--- src/rtl/brief_pkg.sv ---
// Shared types and defaults for the BRIEF keypoint packer: buffered entry layout,
// serializer states and the header word format.
package brief_pkg;

    localparam int IMG_W_DEF = 640;
    localparam int IMG_H_DEF = 480;
    localparam int X_OFS_DEF = 6;
    localparam int Y_OFS_DEF = 9;
    localparam int DESC_BITS = 256;
    localparam int WORD_W    = 32;
    localparam int COORD_W   = 16;
    localparam int N_DESC_WORDS = DESC_BITS / WORD_W;

    typedef struct packed {
        logic [COORD_W-1:0]   y;
        logic [COORD_W-1:0]   x;
        logic [DESC_BITS-1:0] desc;
    } kp_entry_t;

    typedef enum logic [1:0] {
        SER_IDLE = 2'd0,
        SER_HDR  = 2'd1,
        SER_DESC = 2'd2
    } ser_state_e;

    function automatic logic [WORD_W-1:0] pack_header(input logic [COORD_W-1:0] y,
                                                      input logic [COORD_W-1:0] x);
        return {y, x};
    endfunction

endpackage

--- src/rtl/brief_kp_fifo.sv ---
// Synchronous keypoint FIFO; full/empty are registered from the occupancy count
// so they carry no combinational path back from push/pop.
module brief_kp_fifo
    import brief_pkg::*;
#(
    parameter int DEPTH = 8
) (
    input  logic      i_clk,
    input  logic      i_rst_n,
    input  logic      i_push,
    input  kp_entry_t i_data,
    input  logic      i_pop,
    output kp_entry_t o_data,
    output logic      o_full,
    output logic      o_empty
);

    localparam int AW = $clog2(DEPTH);

    kp_entry_t     mem_q [DEPTH];
    logic [AW-1:0] wr_ptr_q, rd_ptr_q;
    logic [AW:0]   count_q, count_d;
    logic          full_q, empty_q;
    logic          do_push, do_pop;

    assign do_push = i_push && !full_q;
    assign do_pop  = i_pop && !empty_q;

    always_comb begin
        count_d = count_q;
        case ({do_push, do_pop})
            2'b10:   count_d = count_q + 1'b1;
            2'b01:   count_d = count_q - 1'b1;
            default: count_d = count_q;
        endcase
    end

    always_ff @(posedge i_clk or negedge i_rst_n) begin
        if (!i_rst_n) begin
            wr_ptr_q <= '0;
            rd_ptr_q <= '0;
            count_q  <= '0;
            full_q   <= 1'b0;
            empty_q  <= 1'b1;
        end else begin
            if (do_push) wr_ptr_q <= wr_ptr_q + 1'b1;
            if (do_pop)  rd_ptr_q <= rd_ptr_q + 1'b1;
            count_q <= count_d;
            full_q  <= (count_d == (AW+1)'(DEPTH));
            empty_q <= (count_d == '0);
        end
    end

    // Storage needs no reset: occupancy is governed by the pointers alone.
    always_ff @(posedge i_clk) begin
        if (do_push) mem_q[wr_ptr_q] <= i_data;
    end

    assign o_data  = mem_q[rd_ptr_q];
    assign o_full  = full_q;
    assign o_empty = empty_q;

endmodule

--- src/rtl/brief_kp_packer.sv ---
// Tags each keypoint descriptor with its window-centre coordinate, buffers it and
// streams it out as a header word followed by the descriptor words, LSB word first.
module brief_kp_packer
    import brief_pkg::*;
#(
    parameter int IMG_W      = IMG_W_DEF,
    parameter int IMG_H      = IMG_H_DEF,
    parameter int X_OFS      = X_OFS_DEF,
    parameter int Y_OFS      = Y_OFS_DEF,
    parameter int FIFO_DEPTH = 8
) (
    input  logic                 i_clk,
    input  logic                 i_rst_n,
    input  logic                 i_en,
    input  logic                 i_frame_start,
    input  logic                 i_kp,
    input  logic [DESC_BITS-1:0] i_desc,
    output logic                 o_valid,
    input  logic                 i_ready,
    output logic [WORD_W-1:0]    o_data,
    output logic                 o_last,
    output logic [15:0]          o_drop_cnt,
    output logic                 o_overflow,
    output ser_state_e           o_dbg_state
);

    localparam int XW   = $clog2(IMG_W);
    localparam int YW   = $clog2(IMG_H);
    localparam int IDXW = (N_DESC_WORDS > 1) ? $clog2(N_DESC_WORDS) : 1;

    logic [XW-1:0] x_q, x_d, cur_x, kp_x;
    logic [YW-1:0] y_q, y_d, cur_y, kp_y;
    logic          fs, borrow, y_uflow, push, drop;
    logic [15:0]   drop_cnt_q, drop_cnt_d, drop_base;
    logic          ovf_q, ovf_d, ovf_base;

    kp_entry_t     push_entry, head;
    logic          fifo_full, fifo_empty, pop;

    assign fs = i_en && i_frame_start;

    always_comb begin
        cur_x = fs ? '0 : x_q;
        cur_y = fs ? '0 : y_q;
        x_d   = x_q;
        y_d   = y_q;
        if (i_en) begin
            if (cur_x == XW'(IMG_W - 1)) begin
                x_d = '0;
                y_d = (cur_y == YW'(IMG_H - 1)) ? '0 : cur_y + 1'b1;
            end else begin
                x_d = cur_x + 1'b1;
                y_d = cur_y;
            end
        end
    end

    // Window centre trails the stream; x wraps into the previous line with a borrow.
    always_comb begin
        borrow  = (cur_x < XW'(X_OFS));
        kp_x    = borrow ? cur_x + XW'(IMG_W - X_OFS) : cur_x - XW'(X_OFS);
        y_uflow = ({1'b0, cur_y} < ((YW+1)'(Y_OFS) + (YW+1)'(borrow)));
        kp_y    = cur_y - YW'(Y_OFS) - YW'(borrow);
        push    = i_en && i_kp && !y_uflow && !fifo_full;
        drop    = i_en && i_kp && (y_uflow || fifo_full);
        push_entry.y    = COORD_W'(kp_y);
        push_entry.x    = COORD_W'(kp_x);
        push_entry.desc = i_desc;
    end

    always_comb begin
        drop_base  = fs ? '0 : drop_cnt_q;
        ovf_base   = fs ? 1'b0 : ovf_q;
        drop_cnt_d = drop_base;
        ovf_d      = ovf_base;
        if (drop) begin
            if (drop_base != 16'hFFFF) drop_cnt_d = drop_base + 1'b1;
            ovf_d = 1'b1;
        end
    end

    brief_kp_fifo #(.DEPTH(FIFO_DEPTH)) u_fifo (
        .i_clk   (i_clk),
        .i_rst_n (i_rst_n),
        .i_push  (push),
        .i_data  (push_entry),
        .i_pop   (pop),
        .o_data  (head),
        .o_full  (fifo_full),
        .o_empty (fifo_empty)
    );

    // Stream handshake: a word moves on any edge where o_valid && i_ready; while
    // o_valid is high without i_ready, o_data/o_last hold and o_valid stays high.
    ser_state_e        state_q, state_d;
    kp_entry_t         entry_q, entry_d;
    logic [IDXW-1:0]   idx_q, idx_d;
    logic              valid_q, valid_d, last_q, last_d;
    logic [WORD_W-1:0] data_q, data_d;
    logic              xfer, load;

    assign xfer = valid_q && i_ready;

    always_comb begin
        state_d = state_q;
        entry_d = entry_q;
        idx_d   = idx_q;
        valid_d = valid_q;
        data_d  = data_q;
        last_d  = last_q;
        load    = 1'b0;
        case (state_q)
            SER_IDLE: load = !fifo_empty;
            SER_HDR: begin
                if (xfer) begin
                    idx_d   = '0;
                    data_d  = entry_q.desc[0 +: WORD_W];
                    last_d  = (N_DESC_WORDS == 1);
                    state_d = SER_DESC;
                end
            end
            SER_DESC: begin
                if (xfer) begin
                    if (last_q) begin
                        load = !fifo_empty;
                        if (fifo_empty) begin
                            valid_d = 1'b0;
                            last_d  = 1'b0;
                            state_d = SER_IDLE;
                        end
                    end else begin
                        idx_d  = idx_q + 1'b1;
                        data_d = entry_q.desc[WORD_W*idx_d +: WORD_W];
                        last_d = (idx_d == IDXW'(N_DESC_WORDS - 1));
                    end
                end
            end
            default: state_d = SER_IDLE;
        endcase
        // Loading straight from the final-word handshake keeps packets back-to-back.
        if (load) begin
            entry_d = head;
            data_d  = pack_header(head.y, head.x);
            valid_d = 1'b1;
            last_d  = 1'b0;
            state_d = SER_HDR;
        end
        pop = load;
    end

    always_ff @(posedge i_clk or negedge i_rst_n) begin
        if (!i_rst_n) begin
            x_q        <= '0;
            y_q        <= '0;
            drop_cnt_q <= '0;
            ovf_q      <= 1'b0;
            state_q    <= SER_IDLE;
            entry_q    <= '0;
            idx_q      <= '0;
            valid_q    <= 1'b0;
            data_q     <= '0;
            last_q     <= 1'b0;
        end else begin
            x_q        <= x_d;
            y_q        <= y_d;
            drop_cnt_q <= drop_cnt_d;
            ovf_q      <= ovf_d;
            state_q    <= state_d;
            entry_q    <= entry_d;
            idx_q      <= idx_d;
            valid_q    <= valid_d;
            data_q     <= data_d;
            last_q     <= last_d;
        end
    end

    assign o_valid     = valid_q;
    assign o_data      = data_q;
    assign o_last      = last_q;
    assign o_drop_cnt  = drop_cnt_q;
    assign o_overflow  = ovf_q;
    assign o_dbg_state = state_q;

endmodule

--- config.mk ---
export PLATFORM = sky130hd
export DESIGN_NAME = brief_kp_packer
export DESIGN_NICKNAME = d
export VERILOG_FILES = /design/src/rtl/brief_pkg.sv /design/src/rtl/brief_kp_fifo.sv /design/src/rtl/brief_kp_packer.sv
export SDC_FILE = /design/constraint.sdc
export NUM_CORES = 2
export LEC_CHECK = 0
export BUFFER_PORTS_ARGS = -buffer_cell sky130_fd_sc_hd__buf_2
export CAP_MARGIN = 20
export CELL_PAD_IN_SITES_DETAIL_PLACEMENT = 0
export CELL_PAD_IN_SITES_GLOBAL_PLACEMENT = 1
export CORE_MARGIN = 2
export CORE_UTILIZATION = 35
export DETAILED_ROUTE_END_ITERATION = 7
export PLACE_DENSITY_LB_ADDON = 0.08
export SYNTH_ARGS = -nofsm -noshare
export SYNTH_HDL_FRONTEND = slang
export SYNTH_SLANG_ARGS = --single-unit
--- constraint.sdc ---
create_clock -name i_clk -period 32.6 [get_ports i_clk]
set_clock_uncertainty 0.05 [all_clocks]
set_input_delay 1.63 -clock i_clk [delete_from_list [all_inputs] [get_ports i_clk]]
set_output_delay 1.63 -clock i_clk [all_outputs]
set_load 0.05 [all_outputs]
Word level (Yosys, flattened, before mapping)
Memories as Yosys holds them, arrays and structs flattened. Index checks and enable logic that the tools add are counted.

Register bits after elaboration: 343. Bits in writable memories: 2200. Input bits: 262. Memories: 1.

Add/subtract/negate cells: 13. Order comparisons: 2. Eq/ne operators: 18. Shifts and indexed selects: 1. Muxes and demuxes: 43. Reduce and logical (&&, ||, !) cells: 26.

Memory list: u_fifo.mem_q (depth 8, width 275, read ports 1, clocked after Yosys merged registers in 0, write ports 1, RTL line brief_kp_fifo.sv:20) `kp_entry_t mem_q [DEPTH];`.

Operators by type and width (number): $shiftx 256x9->32 (1); $mux 32 (4); $pmux 32 s2 (1); $mux 16 (3); $mux 10 (3); $mux 9 (3); $add 16x1->16 const B (1); $mux 1 (16); $ne 16x16->1 const B (1); $ne 3x2->1 const B (4); $reduce_and 4->1 (3); $reduce_bool 2->1 (6); $add 10x1->10 const B (1); $add 10x10->10 const B (1); $eq 10x10->1 const B (1); $lt 10x3->1 const B (1); $mux 2 (5); $sub 10x3->10 const B (1); $add 3x1->3 const B (3); $add 9x1->9 const B (1); $eq 9x9->1 const B (1); $lt 9x5->1 (1); $mux 3 (3); $sub 9x1->9 (1); 23 further kinds (37).

Logic depth before layout (Yosys ltp)
Depth after elaboration: 12. Depth in mapped cells: 18.

By module
A second synthesis with hierarchy kept.

Cell total of the unflattened synthesis: 4674. Area, all modules: 102771.1 um^2.

Modules (own cells, without submodules): brief_kp_fifo (instances 1, cells each 3399, area an instance 86799.5 um^2); brief_kp_packer (instances 1, cells each 1275, area an instance 15971.6 um^2).

Worst setup path after synthesis
OpenSTA, ideal clock, no wires.

Path kind: in2reg. Start: input i_frame_start. End: memory u_fifo.mem_q[1][0] in the netlist's numbering, enable pin. Library setup time: 1248 ps. Arrival time: 22364 ps. Setup slack: 8938 ps. Stages: 12. Path buffers: 3. Path through: nand2_1 clkbuf_1 clkbuf_1 buf_1 nand2_1 inv_1 ha_1 nor2b_1 o31a_1 o2111ai_1 or2_2 nor3_1.

Longest elaborated chain between the ends: 11. Elaborated cells on any way between the ends: 12. Those cells by class: 1 x add/sub; 2 x order compare; 4 x mux; 5 x reduce/logical.

RTL lines: from (decl) (RTL line brief_kp_packer.sv:15) `input logic i_frame_start,`; $logic_and 1x1->1 (*) (RTL line brief_kp_packer.sv:40) `assign fs = i_en && i_frame_start;`; $mux 10 (RTL line brief_kp_packer.sv:43) `cur_x = fs ? '0 : x_q;`; $lt 10x3->1 (RTL line brief_kp_packer.sv:60) `borrow = (cur_x < XW'(X_OFS));`; $add 4x1->5 (RTL line brief_kp_packer.sv:62) `y_uflow = ({1'b0, cur_y} < ((YW+1)'(Y_OFS) + (YW+1)'(borrow)));`; $lt 9x5->1 (*) (RTL line brief_kp_packer.sv:62); $logic_not 1->1 (*) (RTL line brief_kp_packer.sv:64) `push = i_en && i_kp && !y_uflow && !fifo_full;`; $logic_and 1x1->1 (*) (2 in series) (RTL line brief_kp_packer.sv:64); $logic_and 1x1->1 (*) (RTL line brief_kp_fifo.sv:26) `assign do_push = i_push && !full_q;`; $mux 1 (*) (RTL line brief_kp_fifo.sv:56) `if (do_push) mem_q[wr_ptr_q] <= i_data;`; $mux 1 (not written as such) (*) (RTL line brief_kp_fifo.sv:56); to (decl) (RTL line brief_kp_fifo.sv:20).

Mark *: on every way between the ends. The rest lies on a longest branch, timed or not.

Worst setup path after layout
Start: input i_frame_start. End: memory u_fifo.mem_q[6][217] in the netlist's numbering, enable pin.

Same word-level chain as after synthesis.

==> results.sh <==
export IMPL_cts_buffer_depth=4
export IMPL_min_from="entry_q[168]$_DFFE_PN0P_"
export IMPL_fmax_mhz=148
export IMPL_critPathLaunchType="input port"
export IMPL_firstDrtPassIters=5
export IMPL_fill_cells=24850
export IMPL_crit_path_max_fanout=50
export IMPL_vias=47321
export IMPL_wl_per_cell_um=29.6
export IMPL_h_tree_depth=5
export IMPL_synth_top_family_by_area="multiplexers"
export IMPL_async_flop_share_pct=13.5
export IMPL_grt_total_usage_pct=19.1
export IMPL_post_route_util_pct=40.6
export IMPL_gp_congestion=0.753
export IMPL_fp_dieH_um=533
export IMPL_synthAdderAreaFrac_pct=0.251
export IMPL_multi_input_area_um2=22000
export IMPL_rsz0062_at_grt="no"
export IMPL_root_buffer="clkbuf_16"
export IMPL_coreArea_um2=279000
export IMPL_finalCritPeriodShare_pct=20.7
export IMPL_status="finished, final reports clean"
export IMPL_crit_arrival_ns=7.19
export IMPL_clock_latency_ns=0.91
export IMPL_reg2reg_from="x_q[5]$_DFFE_PN0P_"
export IMPL_drcViolationCount=0
export IMPL_whs_ns=0.423
export IMPL_yosysWarningCount=0
export IMPL_crit_start="i_frame_start"
export IMPL_powerDensity_nw_per_um2=85.7
export IMPL_worstMarginPinSlew_ns=1.08
export IMPL_synth_compound_area_share_pct=2.71
export IMPL_cts_sinks=2543
export IMPL_r2r_slack_ns=26.09
export IMPL_reg2reg_depth=12
export IMPL_post_dp_hpwl_um=167000
export IMPL_clkTransAtPathRegs_ns=0.06
export IMPL_setup_violations=0
export IMPL_rows=194
export IMPL_seq_area_um2=74700
export IMPL_syn_avg_cell_area_um2=20.4
export IMPL_peakVddDrop_v=0.0000674
export IMPL_yosys_area_share_xor_xnor_pct=0.207
export IMPL_grt_max_degree=232
export IMPL_power_leakage_uw=0.0379
export IMPL_relSlewSlack_pct=28.1
export IMPL_end_kind="register"
export IMPL_num_nets_final=5503
export IMPL_hold_end="entry_q[168]$_DFFE_PN0P_"
export IMPL_synth_seq_area_share_pct=76.3
export IMPL_cts_tree="yes"
export IMPL_overflow=0
export IMPL_grt_pass1_wl_um=386000
export IMPL_wirelength_um=272000
export IMPL_ant_nets=0
export IMPL_synth_simple_gate_area_share_pct=2.53
export IMPL_ys_ff_latch=2543
export IMPL_tns_ns=0
export IMPL_drtIter0Drc=3562
export IMPL_yosys_most_used_dff="edfxtp_1"
export IMPL_ctsHoldBuffers=0
export IMPL_die_area_um2=284000
export IMPL_synth_area_um2=97900
export IMPL_grt_pass1_vias=48826
export IMPL_io_buffers=314
export IMPL_regToRegEndpoint="u_fifo.mem_q[6][217]$_DFFE_PP_"
export IMPL_syn_nets=5071
export IMPL_hp_class="reg -> reg"
export IMPL_die_x_um=533
export IMPL_start_util_pct=35.1
export IMPL_cts_made_buffers=293
export IMPL_viasPerCell=5.15
export IMPL_area_delta_synth_final_pct=15.6
export IMPL_io_pins=315
export IMPL_muxShareOfSynthArea_pct=16.7
export IMPL_cts_resized=0
export IMPL_max_cap_viol_count=0
export IMPL_antenna_found_initial=140
export IMPL_cp_data_required_time_ns=33.04
export IMPL_drv_slew=0
export IMPL_yosysUniqueCellTypes=72
export IMPL_period_minus_slack_ns=6.74
export IMPL_critical_path_class="in -> reg"
export IMPL_drive_gt1_share_pct=26.5
export IMPL_holdPathStages=2
export IMPL_synth_edff_count=2200
export IMPL_post_cts_buffers=0
export IMPL_synth_cells=4790
export IMPL_hold_violations=0
[layer usage]
metal  vias up  track usage (%)  part of all wire (%)
li1      20396                -                     -
met1     25112             25.8                    42
met2      1225             31.2                    49
met3       508             4.15                   6.5
met4        80             4.98                   2.7
met5         -                0                  0.17
[registers in the layout (all words and copies together), names as in the netlist, 3 cells and up]
register,count
o_drop_cnt,16
u_fifo.wr_ptr_q,3
x_q,10
u_fifo.rd_ptr_q,3
o_data,32
y_q,9
u_fifo.mem_q,2200
entry_q,256
idx_q,3
u_fifo.count_q,4
[worst max-delay path by stage]
stage	cells past startpoint	endpoint	slack, ns
after floorplan	12	u_fifo.mem_q[1][0]$_DFFE_PP_	8.94
after global placement	13	u_fifo.mem_q[6][176]$_DFFE_PP_	24.68
after detailed placement	13	u_fifo.mem_q[6][190]$_DFFE_PP_	24.74
after CTS	13	u_fifo.mem_q[6][172]$_DFFE_PP_	25.70
after global routing	13	u_fifo.mem_q[6][204]$_DFFE_PP_	25.41
final	13	u_fifo.mem_q[6][217]$_DFFE_PP_	25.86
[final cells by class]
class,count,area share (%)
clock buffers,401,7.14
multi-input cells,1941,19.4
clock inverters,123,0.961
well taps,3724,4.12
repair buffers,405,2.18
inverters,38,0.126
flip-flops and latches,2543,66.0
diodes,17,0.0376
[logic make-up (layout without fill, tap and decap cells)]
| group | Yosys count | count (layout) |
|---|---|---|
| compound gates | 456 | 456 |
| mux | 873 | 873 |
| xor+xnor | 21 | 21 |
| simple gates | 572 | 572 |
| buf+inv | 306 | 967 |
| other cells | 0 | 17 |
| flops | 2543 | 2543 |
| fa+ha+maj | 19 | 19 |
[through the flow]
stage | cells | area, um^2 | setup WS, ns | power (uW)
2_1_floorplan | 4790 | 97900 | 8.94 | 5610
3_3_place_gp | 8648 | 104000 | 24.68 | 6720
3_5_place_dp | 8650 | 104000 | 24.74 | 6720
4_1_cts | 9174 | 113000 | 25.70 | 9910
5_1_grt | 9177 | 113000 | 25.41 | 10200
6_report | 9192 | 113000 | 25.86 | 9700
[critical path, stage by stage]
cell       delay (ns)
buf_2            0.25
nand2_1          0.16
buf_4            0.40
nand2_1          0.14
ha_1             0.22
nor2b_1          0.11
o31a_1           0.18
o2111ai_1        0.38
nand2b_1         0.46
nor2_4           0.67
buf_4            0.81
buf_4            0.78
buf_4            0.80
[report_power, final]
part,total (uW),leakage [uW],internal [uW],switching (uW)
registers,3990,0.0240,3740,244
clock network,3150,0.00447,1820,1330
logic,2560,0.00950,1010,1550
[cells in the mapped netlist (all sizes together), types with 2 or more instances]
master / n / area [um^2]
edfxtp: 2200 / 66100
mux4: 607 / 13700
nand2: 405 / 1520
dfrtp: 342 / 8560
o21ai: 318 / 1590
mux2i: 262 / 2620
buf: 141 / 699
clkbuf: 127 / 478
nor2: 40 / 150
a21oi: 37 / 185
inv: 37 / 139
nand3: 32 / 160
a22o: 27 / 236
nor3: 19 / 116
o32a: 19 / 190
ha: 18 / 225
and3: 15 / 93.8
nand2b: 13 / 81.3
nand4: 12 / 90.1
xor2: 12 / 124
xnor2: 9 / 78.8
and2: 8 / 50.1
o31ai: 7 / 52.6
o41ai: 7 / 68.8
a31oi: 6 / 37.5
a21o: 5 / 37.5
mux2: 4 / 45.0
nor2b: 4 / 25.0
nor4: 4 / 25.0
or3: 4 / 25.0
or4: 4 / 30.0
a41o: 3 / 30.0
o21bai: 3 / 22.5
o22ai: 3 / 18.8
o311ai: 3 / 26.3
a211o: 2 / 17.5
and4: 2 / 20.0
nor3b: 2 / 26.3
nor4b: 2 / 17.5
o211ai: 2 / 15.0
o22a: 2 / 17.5
o2bb2ai: 2 / 17.5
or2: 2 / 12.5
[layout by cell type, fill, tap and decap left out, types with 7 or more instances in the layout]
cell type,n
buf_4,75
nand4_1,11
inv_6,8
nor2_1,33
clkbuf_16,299
nand2_1,405
edfxtp_1,2200
clkinv_8,7
nor3_1,14
clkbuf_1,80
o21ai_0,318
clkinv_2,42
bufinv_16,9
and2_1,8
mux2i_1,262
buf_2,313
o31ai_1,7
inv_1,37
xnor2_1,8
and3_1,15
ha_1,17
diode_2,17
mux4_2,606
xor2_1,11
nand2b_1,13
nand3_1,32
a21oi_1,37
o32a_1,19
dfrtp_1,338
clkinv_1,43
clkbuf_8,22
buf_12,15
a22o_1,27
Power figures use the tool's default switching activity.
